==> src/rtl/meta_port_arbiter.sv <==
`default_nettype none
// ============================================================================
// Module      : meta_port_arbiter
// Description : Arbitrates three read requesters (CPU, probe, refill) and two
//               write requesters (refill, probe) onto a single-port metadata
//               array. It gives writes fixed priority and reads round-robin
//               order, blocks writes while reads are starved, and returns a
//               one-cycle response with a tag/coherence hit check.
// Revision    : 1.0 - initial release
// ============================================================================
module meta_port_arbiter #(
    parameter int IDX_W      = 7,
    parameter int TAG_W      = 19,
    parameter int STARVE_LIM = 4
) (
    input  logic             clk,
    input  logic             reset,

    // read requesters: 0 = CPU, 1 = probe, 2 = refill
    input  logic             rd_valid_0,
    output logic             rd_ready_0,
    input  logic [IDX_W-1:0] rd_idx_0,
    input  logic [TAG_W-1:0] rd_tag_0,
    input  logic             rd_valid_1,
    output logic             rd_ready_1,
    input  logic [IDX_W-1:0] rd_idx_1,
    input  logic [TAG_W-1:0] rd_tag_1,
    input  logic             rd_valid_2,
    output logic             rd_ready_2,
    input  logic [IDX_W-1:0] rd_idx_2,
    input  logic [TAG_W-1:0] rd_tag_2,

    // write requesters: 0 = refill, 1 = probe
    input  logic             wr_valid_0,
    output logic             wr_ready_0,
    input  logic [IDX_W-1:0] wr_idx_0,
    input  logic [TAG_W-1:0] wr_tag_0,
    input  logic [1:0]       wr_coh_0,
    input  logic             wr_valid_1,
    output logic             wr_ready_1,
    input  logic [IDX_W-1:0] wr_idx_1,
    input  logic [TAG_W-1:0] wr_tag_1,
    input  logic [1:0]       wr_coh_1,

    // single-port metadata array
    output logic             arr_read_valid,
    output logic [IDX_W-1:0] arr_read_idx,
    input  logic             arr_read_ready,
    output logic             arr_write_valid,
    output logic [IDX_W-1:0] arr_write_idx,
    output logic [TAG_W-1:0] arr_write_tag,
    output logic [1:0]       arr_write_coh,
    input  logic             arr_write_ready,
    input  logic [TAG_W-1:0] arr_resp_tag,
    input  logic [1:0]       arr_resp_coh,

    // per-requester responses
    output logic             resp_valid_0,
    output logic             resp_hit_0,
    output logic [TAG_W-1:0] resp_tag_0,
    output logic [1:0]       resp_coh_0,
    output logic             resp_valid_1,
    output logic             resp_hit_1,
    output logic [TAG_W-1:0] resp_tag_1,
    output logic [1:0]       resp_coh_1,
    output logic             resp_valid_2,
    output logic             resp_hit_2,
    output logic [TAG_W-1:0] resp_tag_2,
    output logic [1:0]       resp_coh_2,

    output logic             init_done
);

    localparam logic [3:0] c_CNT_MAX    = 4'd15;
    localparam logic [3:0] c_STARVE_LIM = 4'(STARVE_LIM);

    typedef enum logic [1:0] {
        ST_INIT     = 2'd0,
        ST_RUN      = 2'd1,
        ST_BLOCK_WR = 2'd2
    } state_t;

    state_t           r_state;
    logic             r_init_done;
    logic [1:0]       r_rr_ptr;
    logic [3:0]       r_starve;
    logic             r_pend;
    logic [1:0]       r_owner;
    logic [TAG_W-1:0] r_ctag;

    logic [2:0]       w_rd_valid;
    logic             w_rd_any;
    logic             w_live;
    logic             w_wr_issue;
    logic             w_rd_issue;
    logic             w_rd_fire;
    logic [1:0]       w_rd_sel;
    logic [1:0]       w_rd_sel_next;
    logic [TAG_W-1:0] w_rd_tag_sel;
    logic [3:0]       w_starve_next;
    logic             w_resp_live;
    logic             w_resp_hit;

    // Round-robin pick: search starts at ptr and wraps modulo 3.
    function automatic logic [1:0] f_rr_pick(input logic [1:0] ptr, input logic [2:0] v);
        logic [1:0] first;
        logic [1:0] second;
        logic [1:0] third;
        first  = (ptr > 2'd2) ? 2'd0 : ptr;
        second = (first == 2'd2) ? 2'd0 : first + 2'd1;
        third  = (second == 2'd2) ? 2'd0 : second + 2'd1;
        if (v[first])
            return first;
        else if (v[second])
            return second;
        else
            return third;
    endfunction

    assign w_rd_valid = {rd_valid_2, rd_valid_1, rd_valid_0};
    assign w_rd_any   = |w_rd_valid;

    // Nothing is offered to the array while in INIT or while reset is held.
    assign w_live = ~reset & (r_state != ST_INIT);

    // ---------------------------------------------------------------- writes
    // Writes go out only in RUN; wr_0 always beats wr_1.
    assign w_wr_issue      = w_live & (r_state == ST_RUN) & (wr_valid_0 | wr_valid_1);
    assign arr_write_valid = w_wr_issue;
    assign wr_ready_0      = w_wr_issue & arr_write_ready & wr_valid_0;
    assign wr_ready_1      = w_wr_issue & arr_write_ready & ~wr_valid_0 & wr_valid_1;
    assign arr_write_idx   = wr_valid_0 ? wr_idx_0 : wr_idx_1;
    assign arr_write_tag   = wr_valid_0 ? wr_tag_0 : wr_tag_1;
    assign arr_write_coh   = wr_valid_0 ? wr_coh_0 : wr_coh_1;

    // ----------------------------------------------------------------- reads
    // A read is presented only in cycles without an issued write, which keeps
    // the two array strobes mutually exclusive.
    assign w_rd_sel       = f_rr_pick(r_rr_ptr, w_rd_valid);
    assign w_rd_issue     = w_live & ~w_wr_issue & w_rd_any;
    assign w_rd_fire      = w_rd_issue & arr_read_ready;
    assign arr_read_valid = w_rd_issue;
    assign rd_ready_0     = w_rd_fire & (w_rd_sel == 2'd0);
    assign rd_ready_1     = w_rd_fire & (w_rd_sel == 2'd1);
    assign rd_ready_2     = w_rd_fire & (w_rd_sel == 2'd2);
    assign w_rd_sel_next  = (w_rd_sel == 2'd2) ? 2'd0 : w_rd_sel + 2'd1;

    // Route the winner's index and tag.
    always_comb begin
        arr_read_idx = rd_idx_0;
        w_rd_tag_sel = rd_tag_0;
        case (w_rd_sel)
            2'd1: begin
                arr_read_idx = rd_idx_1;
                w_rd_tag_sel = rd_tag_1;
            end
            2'd2: begin
                arr_read_idx = rd_idx_2;
                w_rd_tag_sel = rd_tag_2;
            end
            default: begin
                arr_read_idx = rd_idx_0;
                w_rd_tag_sel = rd_tag_0;
            end
        endcase
    end

    // Starvation count: any pending read that does not fire adds one, saturating.
    always_comb begin
        w_starve_next = r_starve;
        if (w_rd_fire)
            w_starve_next = 4'd0;
        else if (w_rd_any && (r_starve != c_CNT_MAX))
            w_starve_next = r_starve + 4'd1;
    end

    // Round-robin pointer and starvation counter.
    always_ff @(posedge clk) begin
        if (reset) begin
            r_rr_ptr <= 2'd0;
            r_starve <= 4'd0;
        end else begin
            r_starve <= w_starve_next;
            if (w_rd_fire)
                r_rr_ptr <= w_rd_sel_next;
        end
    end

    // Control FSM: INIT waits for the array, BLOCK_WR lets starved reads through.
    always_ff @(posedge clk) begin
        if (reset) begin
            r_state     <= ST_INIT;
            r_init_done <= 1'b0;
        end else begin
            case (r_state)
                ST_INIT: begin
                    if (arr_write_ready) begin
                        r_state     <= ST_RUN;
                        r_init_done <= 1'b1;
                    end
                end
                ST_RUN: begin
                    r_init_done <= 1'b1;
                    if (w_starve_next >= c_STARVE_LIM)
                        r_state <= ST_BLOCK_WR;
                end
                ST_BLOCK_WR: begin
                    r_init_done <= 1'b1;
                    if (w_rd_fire || !w_rd_any)
                        r_state <= ST_RUN;
                end
                default: begin
                    r_state     <= ST_INIT;
                    r_init_done <= 1'b0;
                end
            endcase
        end
    end

    assign init_done = r_init_done;

    // Response pipeline: remember who fired and which tag to compare against.
    always_ff @(posedge clk) begin
        if (reset) begin
            r_pend  <= 1'b0;
            r_owner <= 2'd0;
            r_ctag  <= '0;
        end else begin
            r_pend <= w_rd_fire;
            if (w_rd_fire) begin
                r_owner <= w_rd_sel;
                r_ctag  <= w_rd_tag_sel;
            end
        end
    end

    // Responses are suppressed while reset is held so a dropped read never surfaces.
    assign w_resp_live = r_pend & ~reset;
    assign w_resp_hit  = (arr_resp_tag == r_ctag) & (arr_resp_coh != 2'd0);

    assign resp_valid_0 = w_resp_live & (r_owner == 2'd0);
    assign resp_valid_1 = w_resp_live & (r_owner == 2'd1);
    assign resp_valid_2 = w_resp_live & (r_owner == 2'd2);

    assign resp_hit_0 = resp_valid_0 & w_resp_hit;
    assign resp_hit_1 = resp_valid_1 & w_resp_hit;
    assign resp_hit_2 = resp_valid_2 & w_resp_hit;

    assign resp_tag_0 = resp_valid_0 ? arr_resp_tag : '0;
    assign resp_tag_1 = resp_valid_1 ? arr_resp_tag : '0;
    assign resp_tag_2 = resp_valid_2 ? arr_resp_tag : '0;

    assign resp_coh_0 = resp_valid_0 ? arr_resp_coh : 2'd0;
    assign resp_coh_1 = resp_valid_1 ? arr_resp_coh : 2'd0;
    assign resp_coh_2 = resp_valid_2 ? arr_resp_coh : 2'd0;

endmodule
`default_nettype wire

==> config.mk <==
export PLATFORM = sky130hd
export DESIGN_NAME = meta_port_arbiter
export DESIGN_NICKNAME = d
export VERILOG_FILES = /design/src/rtl/meta_port_arbiter.sv
export SDC_FILE = /design/constraint.sdc
export NUM_CORES = 1
export LEC_CHECK = 0
export ABC_AREA = 1
export BUFFER_PORTS_ARGS = -buffer_cell sky130_fd_sc_hd__buf_4
export CAP_MARGIN = 30
export CORE_AREA = 4 4 104 106
export CTS_CLUSTER_SIZE = 14
export DETAILED_ROUTE_END_ITERATION = 8
export DIE_AREA = 0 0 108 110
export PLACE_DENSITY = 0.7
export REMOVE_ABC_BUFFERS = 1
export SLEW_MARGIN = 20
export SYNTH_ARGS = -nofsm -noshare
export SYNTH_HDL_FRONTEND = slang
export SYNTH_SLANG_ARGS = --single-unit
export TNS_END_PERCENT = 100
==> constraint.sdc <==
create_clock -name clk -period 3.4 [get_ports clk]
set_input_delay 0.17 -clock clk [delete_from_list [all_inputs] [get_ports clk]]
set_output_delay 0.17 -clock clk [all_outputs]
set_load 0.02 [all_outputs]
==> impl_metrics.csv <==
group,metric,value,unit
drt,firstDrtPassIters,5,
setup_path,cp_slowest_cell,"ha_2",
setup_path,arrival,2.92,ns
global_route,grt_overflow,0,
yosys,syn_avg_cell_area,5.369,sq um
clock_network,cts-root-buf,"clkbuf_8",
floorplanning,start_util,29.28,%
pwr,ir_drop,0.2016,mV
global_route,antenna_found_initial,0,
setup_path,cp_max_fo,16,
yosys,synth_area,2861,sq um
sta,finalWorstSetupSlack,0.3099,ns
layout,register_area,620.6,sq um
sta,tns,0,ns
floorplanning,die_y,110,um
sta,grt_setup_unrepaired,"no",
drt,wire_per_inst,15.12,um
floorplanning,rows,36,
clock_network,cts_tree,"yes",
drt,drc_errors,0,
clock_network,cts_hold_buf,0,
layout,antennaDiodeCount,0,
yosys,synth_top_area_share,22.96,%
sta,period_needed,3.090,ns
yosys,synth_top_cell_by_area,"nand2_1",
sta,relSlewSlack,38.50,%
clock_network,clock_insertion_delay_worst_skew,0.28,ns
sta,clock_skew,0.01057,ns
yosys,yosys_warnings,0,
sta,max_freq,0.3236,GHz
floorplanning,die_area,11880,sq um
global_route,grt_start_max_net_pins,32,
clock_network,numCtsBuffers,5,
setup_path,startpoint_type,"flop",
placement,portBuffers,275,
placement,gpl.final_weighted_congestion,0.8623,
layout,drive_gt1_share,37.74,%
sta,hold_viol,0,
drt,drt_iter0_markers,298,
pwr,p_leak,0.002788,uW
yosys,synth_area_leaders,"nand2_1 23%, dfxtp_1 22%, nor2_1 13%",
drt,ant_nets,0,
setup_path,crit_required,3.23,ns
setup_path,end_kind,"output port",
layout,mostFrequentLayoutCell,"buf_4",
setup_path,ff2ff_setup_slack,0.74,ns
yosys,syn-instance-count,533,
pwr,clock_power_share,17.3,%
pwr,p_seq_share,25.8,%
placement,place_ws,0.4361,ns
yosys,synth_edf_count,0,
setup_path,cpMostUsedCell,"nand2_1",
global_route,gr-usage-met2,38.54,%
pwr,power.density,318.6,nW/um^2
layout,area_delta_synth_final,78.57,%
setup_path,max_stage_delay,0.44,ns
clock_network,clock_path_buffers,2,
clock_network,htreeDepth,2,
setup_path,criticalPathCategory,"flop to output port",
floorplanning,coreArea,9774,sq um
yosys,synthFlopType,"dfxtp_1",
pwr,p_comb_share,56.9,%
drt,vias_per_cell,4.693,
global_route,top_usage_layer,"met2",
yosys,synth_cell_type_count,28,
layout,final_area,5110,sq um
clock_network,clock_sinks,31,
layout,fillCellCount,1024,
drt,wirelength,14030,um
pwr,p_sw_share,41.25,%
layout,layout_common_cells,"283 x buf_4, 175 x nand2_1, 98 x nor2_1",
min_path,hold_class,"input pin to flop",
global_route,grt_pass1_wl,20980,um
yosys,synthArstFlopShare,0,%
floorplanning,io_pins,276,
global_route,grt_pass1_vias,4176,
global_route,grt_usage,22.04,%
layout,multi_input_area,1847,sq um
clock_network,clkTransAtPathRegs,0.07,ns
pwr,power_switching,671.6,uW
floorplanning,die_w,108,um
drt,via_count,4355,
sta,worst_pin_slew,0.9203,ns
global_route,grt.met1_usage,28.25,%
global_route,use_met3,3.145,%
yosys,ys_ff_latch,31,
layout,layout.nets,967,
sta,setup_violations,0,
sta,finalCritPeriodShare,90.89,%
placement,dp_hpwl,11570,um
outcome,status,"finished, final reports clean",
flow_run,maxCapViolCount,0,
yosys,seq_area_frac_synth,21.69,%
placement,dpl_cell_area,5014,sq um
sta,hold_slack,0.07291,ns
setup_path,crit_chain,"inv_1 -> ha_1 -> nand2_1 -> nand2_1 -> o21ai_0 -> nand2_1 -> nand2_1 -> nand2_1 -> inv_1 -> ha_2 -> buf_4 -> nand2_1 -> a31oi_1 -> buf_4",
pwr,p_int,956.4,uW
sta,slew_violations,0,
[sequential cells by signal, indices dropped and copies added, names as in the netlist]
name	flops
init_done	1
r_starve	4
r_state	2
r_pend	1
r_owner	2
r_rr_ptr	2
r_ctag	19
[layer usage]
metal	vias up	routed length, um
li1	2189	-
met1	1976	5624
met2	170	7236
met3	20	896
met4	0	277
met5	-	0
[cells in the mapped netlist, drive strengths merged, types with 6 or more instances]
master,number
a31oi,7
nor3,7
dfxtp,31
nand3,26
a21oi,6
o22ai,36
ha,9
nor2,99
o21ai,28
inv,72
clkbuf,10
nand2,177
buf,19
[power groups by stage]
stage	combinational (uW)	clock, uW	sequential, uW
after floorplan	482	0	423
after global placement	890	0	426
after detailed placement	908	0	427
after CTS	913	292	420
after global routing	1020	312	424
final	927	282	420
[stage by stage]
step | power [uW] | utilization, % | cells
6_report | 1628 | 52.28 | 928
5_1_grt | 1759 | 52.28 | 928
4_1_cts | 1625 | 52.12 | 928
3_5_place_dp | 1335 | 51.29 | 920
3_3_place_gp | 1315 | 51.29 | 920
2_1_floorplan | 904.6 | - | 504
[cells by family after synthesis]
group           share of synthesized area, %
simple gates                           43.03
buf+inv                                14.30
compound gates                         16.13
flops                                  21.69
fa+ha+maj                              3.935
xor+xnor                              0.9184
[worst max-delay path, delay by kind of cell (launching register included)]
kind	cells	cell delay, ns
adders and majority gates	2	0.77
buffers and inverters	4	0.64
and+or+nand+nor	6	0.46
AOI/OAI and AO/OA	2	0.41
DFF	1	0.36
[what timing repair did]
| item | 4_1_cts | 5_1_grt |
|---|---|---|
| resized for setup | 0 | 3 |
| setup endpoints to repair | 0 | 8 |
| buffers inserted | 0 | 0 |
[cell type report]
type                    instances  area share [%]
clock buffers                   7           1.494
well taps                     133           3.257
repair buffers                283           41.58
flip-flops and latches         31           12.14
multi-input cells             401           36.14
inverters                      72           5.289
clock inverters                 1         0.09794
[path summary, 6_finish.rpt]
| path | from | endpoint | depth (start not counted) |
|---|---|---|---|
| max | r_rr_ptr[0]$_SDFFE_PP0N_ | arr_read_idx[0] | 14 |
| min | reset | r_state[1]$_SDFFE_PP0P_ | 2 |
| max reg2reg | r_rr_ptr[0]$_SDFFE_PP0N_ | r_ctag[7]$_SDFFE_PP0N_ | 15 |
| min reg2reg | r_ctag[17]$_SDFFE_PP0N_ | r_ctag[17]$_SDFFE_PP0N_ | 2 |
(Power assumes the default switching activity.)
